[src/rtl/vga_timing_pkg.sv]
// rtl/vga_timing_pkg.sv - 640x480@60 timing constants, sync polarities and region decode shared with the image generator
package vga_timing_pkg;

  localparam int VGA_H_ACTIVE = 640;
  localparam int VGA_H_FP     = 16;
  localparam int VGA_H_SYNC   = 96;
  localparam int VGA_H_BP     = 48;
  localparam int VGA_V_ACTIVE = 480;
  localparam int VGA_V_FP     = 10;
  localparam int VGA_V_SYNC   = 2;
  localparam int VGA_V_BP     = 33;
  localparam bit VGA_HS_POL   = 1'b0;
  localparam bit VGA_VS_POL   = 1'b0;
  localparam int VGA_RGB_W    = 8;
  localparam int VGA_CW       = 10;

  typedef enum logic [1:0] {
    RGN_ACTIVE,
    RGN_FP,
    RGN_SYNC,
    RGN_BP
  } region_e;

  function automatic region_e region_of(input int pos, input int active, input int fp, input int sync);
    if (pos < active)                 return RGN_ACTIVE;
    else if (pos < active + fp)       return RGN_FP;
    else if (pos < active + fp + sync) return RGN_SYNC;
    else                              return RGN_BP;
  endfunction

endpackage

[src/rtl/vga_timing_gen_if.sv]
// rtl/vga_timing_gen_if.sv - pixel-rate enable, colour input and video timing outputs of the generator
interface vga_timing_gen_if #(
  parameter int RGB_W = 8,
  parameter int CW    = 10
);
  logic             pix_en;
  logic [RGB_W-1:0] i_rgb;
  logic [CW-1:0]    h;
  logic [CW-1:0]    v;
  logic             hsync;
  logic             vsync;
  logic             de;
  logic [RGB_W-1:0] o_rgb;
  logic             sol;
  logic             sof;
  logic [7:0]       frame_cnt;

  modport master (
    input  pix_en, i_rgb,
    output h, v, hsync, vsync, de, o_rgb, sol, sof, frame_cnt
  );

  modport slave (
    output pix_en, i_rgb,
    input  h, v, hsync, vsync, de, o_rgb, sol, sof, frame_cnt
  );
endinterface

[src/rtl/vga_axis_counter.sv]
// rtl/vga_axis_counter.sv - wrapping position counter for one axis with terminal count and region decode
module vga_axis_counter
  import vga_timing_pkg::*;
#(
  parameter int ACTIVE = 640,
  parameter int FP     = 16,
  parameter int SYNC   = 96,
  parameter int BP     = 48,
  parameter int CW     = 10
) (
  input  logic          clk,
  input  logic          clr_n,
  input  logic          en,
  output logic [CW-1:0] cnt,
  output logic          tc,
  output region_e       region
);

  localparam int TOTAL = ACTIVE + FP + SYNC + BP;

  if (ACTIVE == 0 || FP == 0 || SYNC == 0 || BP == 0) begin : g_bad_zero
    $error("vga_axis_counter: timing parameters must be non-zero");
  end
  if (TOTAL > (2 ** CW)) begin : g_bad_width
    $error("vga_axis_counter: CW too narrow for the axis total");
  end

  assign tc = (int'(cnt) == TOTAL - 1);

  always_comb begin
    region = region_of(int'(cnt), ACTIVE, FP, SYNC);
  end

  always_ff @(posedge clk or negedge clr_n) begin
    if (!clr_n) begin
      cnt <= '0;
    end else if (en) begin
      cnt <= tc ? '0 : cnt + CW'(1);
    end
  end

endmodule

[src/rtl/vga_timing_gen.sv]
// rtl/vga_timing_gen.sv - VGA raster timing: h/v counters, registered syncs, data enable, colour gating and strobes
module vga_timing_gen
  import vga_timing_pkg::*;
#(
  parameter int H_ACTIVE = VGA_H_ACTIVE,
  parameter int H_FP     = VGA_H_FP,
  parameter int H_SYNC   = VGA_H_SYNC,
  parameter int H_BP     = VGA_H_BP,
  parameter int V_ACTIVE = VGA_V_ACTIVE,
  parameter int V_FP     = VGA_V_FP,
  parameter int V_SYNC   = VGA_V_SYNC,
  parameter int V_BP     = VGA_V_BP,
  parameter bit HS_POL   = VGA_HS_POL,
  parameter bit VS_POL   = VGA_VS_POL,
  parameter int RGB_W    = VGA_RGB_W,
  parameter int CW       = VGA_CW
) (
  input  logic             clk,
  input  logic             clr_n,
  vga_timing_gen_if.master vif
);

  localparam logic HS_ON = HS_POL;
  localparam logic VS_ON = VS_POL;

  logic [CW-1:0]    h, v;
  logic             h_tc, v_tc;
  region_e          h_rgn, v_rgn;
  logic             visible;
  logic             hsync_q, vsync_q, de_q, sol_q, sof_q;
  logic [RGB_W-1:0] rgb_q;
  logic [7:0]       frame_q;

  vga_axis_counter #(
    .ACTIVE(H_ACTIVE), .FP(H_FP), .SYNC(H_SYNC), .BP(H_BP), .CW(CW)
  ) u_h (
    .clk(clk), .clr_n(clr_n), .en(vif.pix_en),
    .cnt(h), .tc(h_tc), .region(h_rgn)
  );

  vga_axis_counter #(
    .ACTIVE(V_ACTIVE), .FP(V_FP), .SYNC(V_SYNC), .BP(V_BP), .CW(CW)
  ) u_v (
    .clk(clk), .clr_n(clr_n), .en(vif.pix_en && h_tc),
    .cnt(v), .tc(v_tc), .region(v_rgn)
  );

  assign visible = (h_rgn == RGN_ACTIVE) && (v_rgn == RGN_ACTIVE);

  // Strobes are re-evaluated every clk so they stay one clk wide even when
  // pix_en is slower than clk; everything else advances only on pix_en.
  always_ff @(posedge clk or negedge clr_n) begin
    if (!clr_n) begin
      hsync_q <= ~HS_ON;
      vsync_q <= ~VS_ON;
      de_q    <= 1'b0;
      rgb_q   <= '0;
      sol_q   <= 1'b0;
      sof_q   <= 1'b0;
      frame_q <= '0;
    end else begin
      sol_q <= vif.pix_en && (h == '0);
      sof_q <= vif.pix_en && (h == '0) && (v == '0);
      if (vif.pix_en) begin
        hsync_q <= (h_rgn == RGN_SYNC) ? HS_ON : ~HS_ON;
        vsync_q <= (v_rgn == RGN_SYNC) ? VS_ON : ~VS_ON;
        de_q    <= visible;
        rgb_q   <= visible ? vif.i_rgb : '0;
        if (h_tc && v_tc) begin
          frame_q <= frame_q + 8'd1;
        end
      end
    end
  end

  assign vif.h         = h;
  assign vif.v         = v;
  assign vif.hsync     = hsync_q;
  assign vif.vsync     = vsync_q;
  assign vif.de        = de_q;
  assign vif.o_rgb     = rgb_q;
  assign vif.sol       = sol_q;
  assign vif.sof       = sof_q;
  assign vif.frame_cnt = frame_q;

endmodule

[src/flat_wrapper.sv]
// flat-port wrapper written by rule: the top's interface ports become plain ports
module vga_timing_gen_flat import vga_timing_pkg::*;
#(
  parameter int H_ACTIVE = VGA_H_ACTIVE,
  parameter int H_FP     = VGA_H_FP,
  parameter int H_SYNC   = VGA_H_SYNC,
  parameter int H_BP     = VGA_H_BP,
  parameter int V_ACTIVE = VGA_V_ACTIVE,
  parameter int V_FP     = VGA_V_FP,
  parameter int V_SYNC   = VGA_V_SYNC,
  parameter int V_BP     = VGA_V_BP,
  parameter bit HS_POL   = VGA_HS_POL,
  parameter bit VS_POL   = VGA_VS_POL,
  parameter int RGB_W    = VGA_RGB_W,
  parameter int CW       = VGA_CW
)
  (clk, clr_n, vif_pix_en, vif_i_rgb, vif_h, vif_v, vif_hsync, vif_vsync, vif_de, vif_o_rgb, vif_sol, vif_sof, vif_frame_cnt);
  vga_timing_gen_if #(.RGB_W(RGB_W), .CW(CW)) vif_i ();
  input  logic clk;
  input  logic clr_n;
  input wire logic [$bits(vif_i.pix_en)-1:0] vif_pix_en;
  input wire logic [$bits(vif_i.i_rgb)-1:0] vif_i_rgb;
  output wire logic [$bits(vif_i.h)-1:0] vif_h;
  output wire logic [$bits(vif_i.v)-1:0] vif_v;
  output wire logic [$bits(vif_i.hsync)-1:0] vif_hsync;
  output wire logic [$bits(vif_i.vsync)-1:0] vif_vsync;
  output wire logic [$bits(vif_i.de)-1:0] vif_de;
  output wire logic [$bits(vif_i.o_rgb)-1:0] vif_o_rgb;
  output wire logic [$bits(vif_i.sol)-1:0] vif_sol;
  output wire logic [$bits(vif_i.sof)-1:0] vif_sof;
  output wire logic [$bits(vif_i.frame_cnt)-1:0] vif_frame_cnt;
  assign vif_i.pix_en = vif_pix_en;
  assign vif_i.i_rgb = vif_i_rgb;
  assign vif_h = vif_i.h;
  assign vif_v = vif_i.v;
  assign vif_hsync = vif_i.hsync;
  assign vif_vsync = vif_i.vsync;
  assign vif_de = vif_i.de;
  assign vif_o_rgb = vif_i.o_rgb;
  assign vif_sol = vif_i.sol;
  assign vif_sof = vif_i.sof;
  assign vif_frame_cnt = vif_i.frame_cnt;
  vga_timing_gen #(.H_ACTIVE(H_ACTIVE), .H_FP(H_FP), .H_SYNC(H_SYNC), .H_BP(H_BP), .V_ACTIVE(V_ACTIVE), .V_FP(V_FP), .V_SYNC(V_SYNC), .V_BP(V_BP), .HS_POL(HS_POL), .VS_POL(VS_POL), .RGB_W(RGB_W), .CW(CW)) u_core (.clk(clk), .clr_n(clr_n), .vif(vif_i));
endmodule
[config.mk]
export PLATFORM = sky130hd
export DESIGN_NAME = vga_timing_gen_flat
export DESIGN_NICKNAME = d
export VERILOG_FILES = /design/src/rtl/vga_timing_pkg.sv /design/src/rtl/vga_timing_gen_if.sv /design/src/rtl/vga_axis_counter.sv /design/src/rtl/vga_timing_gen.sv /design/src/flat_wrapper.sv
export SDC_FILE = /design/constraint.sdc
export NUM_CORES = 1
export LEC_CHECK = 0
export CORE_UTILIZATION = 37
export CTS_CLUSTER_DIAMETER = 50
export DETAILED_ROUTE_END_ITERATION = 8
export PLACE_DENSITY = 0.69
export SLEW_MARGIN = 20
export SYNTH_ARGS = -nofsm -noshare
export SYNTH_HDL_FRONTEND = slang
export SYNTH_SLANG_ARGS = --single-unit
[constraint.sdc]
create_clock -name clk -period 2.2 [get_ports clk]
set_input_delay 0.66 -clock clk [delete_from_list [all_inputs] [get_ports clk]]
set_output_delay 0.66 -clock clk [all_outputs]
set_load 0.02 [all_outputs]
==> results.ini, run 1 <==
[outcome]
status = completed

[synthesis]
synth_flop_cell = dfrtp_1
synth_edf_count = 0
yosysUniqueCellTypes = 40
syn_nets = 185
yosysSeqAreaShare_pct = 53.4
async_flop_share_pct = 100
syn_inst = 169
synth_area_mm2 = 0.00192
yosysWarnings = 0
syn_avg_cell_area_um2 = 11.4
ys_ff_latch = 41

[clock_network]
cts_max_path_buffers = 2
cts_sinks = 41
ctsResizeCount = 0
clk_latency_ns = 0.29
cts_hold_buf = 0
cts_root_buffer = clkbuf_8
htreeDepth = 2
cts_buffers = 5
postCtsSetupRepairBufs = 0
clk_pin_slew_ns = 0.07
cts_tree = done

[placement]
dp_hpwl_um = 3070
globalplace.congestion = 0.799
post_dp_cell_area_mm2 = 0.00259
io_buffers = 51
post-place-ws_ns = -0.0840
dp.cells = 296

[layout]
final_common_cell = clkdlybuf4s50_1
stdcell_count = 303
fin_nets = 252
final_util_pct = 55.1
mostFrequentLayoutCells = clkdlybuf4s50_1 (50), dfrtp_1 (39), xnor2_1 (14), buf_4 (14)
num_antenna_cells = 0
stdcell_area_mm2 = 0.00267
drive_gt1_share_pct = 11.9
syn_to_final_growth_pct = 38.9

[setup_path]
cp.arrival_ns = 1.42
cpPeakStageDelay_ns = 0.65
critPathLaunchType = flip-flop
worstPathRequired_ns = 1.54
path_max_fanout = 8
r2r-start = u_core.u_h.cnt[1]$_DFFE_PN0P_
cp_slowest_cell = clkdlybuf4s50_1
critPathLaunch = u_core.u_v.cnt[5]$_DFFE_PN0P_
worstPathCellList = clkdlybuf4s50_1
critical_path_class = reg -> out
cp.depth = 1
reg2reg_depth = 6
worstPathBufferInverterCount = 1
crit_family = buffers and inverters
end_kind = primary output

[timing]
tightest_slew_ns = 0.505
relSlewSlack_pct = 66.3
hold_slack_ns = 0.423
hold_viol = 0
slew_violations = 0
post-route-period-util_pct = 94.7
period_minus_slack_ns = 2.08
setup_viol = 0
fmax_ghz = 0.480
skew_ns = 0.00492
rsz0062_at_grt = no
worst_slack_ns = 0.117

[die]
die_h_um = 74.1
chipWidth_um = 74.1
start_util_pct = 39.7
rows = 25
io_pins = 52
core_mm2 = 0.00485
floorplan.die_area_mm2 = 0.00549

[route]
wl_per_cell_um = 13.6
vias = 1517
avgViaCountPerCell = 5.01
antenna_left = 0
finalWirelength_um = 4120
drtIter0Drc = 97
firstDrtPassIters = 4
drc_errors = 0

[global_routing]
grt_pass1_wl_um = 6890
grt_pass1_vias = 1429
grt.total_usage_pct = 16.6
grt_antenna_before_repair = 0
grt_max_degree = 42
grt_overflow = 0

[power]
powerDensity_mw_per_mm2 = 670
power.leakage_nw = 1.24
peakVddDrop_v = 0.000417

[job]
max_cap_viol_count = 0

[min_path]
hp-class = in -> async

[logic make-up after synthesis]
kind of cell	after synthesis	share of synthesized area (%)
compound gates	24	8.97
simple gates	64	20.4
xor+xnor	19	8.65
mux	4	2.28
flops	41	53.4
buf+inv	12	3.06
fa+ha+maj	5	3.25
[stage by stage]
step	power, mW	setup TNS, ns
after floorplan	1.11	0
after global placement	1.31	-0.289
final	1.79	0
after detailed placement	1.32	-0.543
after global routing	1.89	0
after CTS	1.82	0
[routing by layer]
layer	track usage [%]	vias to the layer above	routed length [um]
met3	4.20	2	169
met1	23.7	739	1940
li1	-	742	-
met4	5.77	0	21
met5	0	-	0
met2	24.5	34	1990
[final cells by class]
class | instances | area (um^2)
tap | 67 | 83.8
fill | 442 | 2180
inverter | 7 | 26.3
timing repair buffer | 65 | 611
multi-input combinational | 116 | 837
sequential | 41 | 1030
clock buffer | 7 | 86.3
[cell usage after synthesis, types with 2 or more instances]
cell     number  area share (%)
nor2_1       10             2.0
nor2b_1       2            0.65
nand4_1      10             3.3
and3_1       10             3.3
a22o_1       10             4.6
dfstp_2       2             2.7
mux2_1        2             1.2
buf_2         2            0.52
xor2_1        5             2.3
and2_1        3            0.98
a21oi_1       4             1.0
inv_1         7             1.4
a21o_1        2            0.78
nor4_1        3            0.98
ha_1          5             3.3
nand3_1       6             1.6
o21ai_0       3            0.78
a31oi_1       2            0.65
nand2_1       8             1.6
dfrtp_1      39              51
xnor2_1      14             6.4
and4_1        2            0.91
[registers in the layout, summed over array words and instances (netlist names)]
| signal | flops |
|---|---|
| u_core.vif.de | 1 |
| u_core.vif.hsync | 1 |
| u_core.vif.o_rgb | 8 |
| u_core.vif.sol | 1 |
| u_core.vif.vsync | 1 |
| u_core.vif.frame_cnt | 8 |
| u_core.u_h.cnt | 10 |
| u_core.vif.sof | 1 |
| u_core.u_v.cnt | 10 |
[worst paths after layout]
kind                                                             to  slack (ns)
worst max-delay path                                       vif_v[5]        0.12
worst min-delay path            u_core.vif.frame_cnt[5]$_DFFE_PN0P_        0.42
worst max register to register        u_core.u_v.cnt[4]$_DFFE_PN0P_        0.46
worst min register to register  u_core.vif.frame_cnt[7]$_DFFE_PN0P_        0.48
max in group asynchronous              u_core.vif.vsync$_DFFE_PN1P_        1.41
min in group clk                u_core.vif.frame_cnt[7]$_DFFE_PN0P_        0.48
[power by group]
group	total (mW)	internal, mW	switching [mW]
Combinational	0.425	0.203	0.222
Clock	0.493	0.249	0.244
Sequential	0.874	0.812	0.0614
[worst register-to-register path, stage by stage, from the launching register on]
cell and delay, ns:
dfrtp_1 0.41, ha_1 0.22, nand2_1 0.12, nor4_4 0.27, buf_4 0.18, nand4_1 0.10, mux2_1 0.32
(Power assumes the default switching activity.)
==> run 2, diff against run 1 <==
Settings changed: SETUP_SLACK_MARGIN set to 0.02.
==> results of run 2 <==
No change in the layout: final DEF, timing and power equal those of run 1.
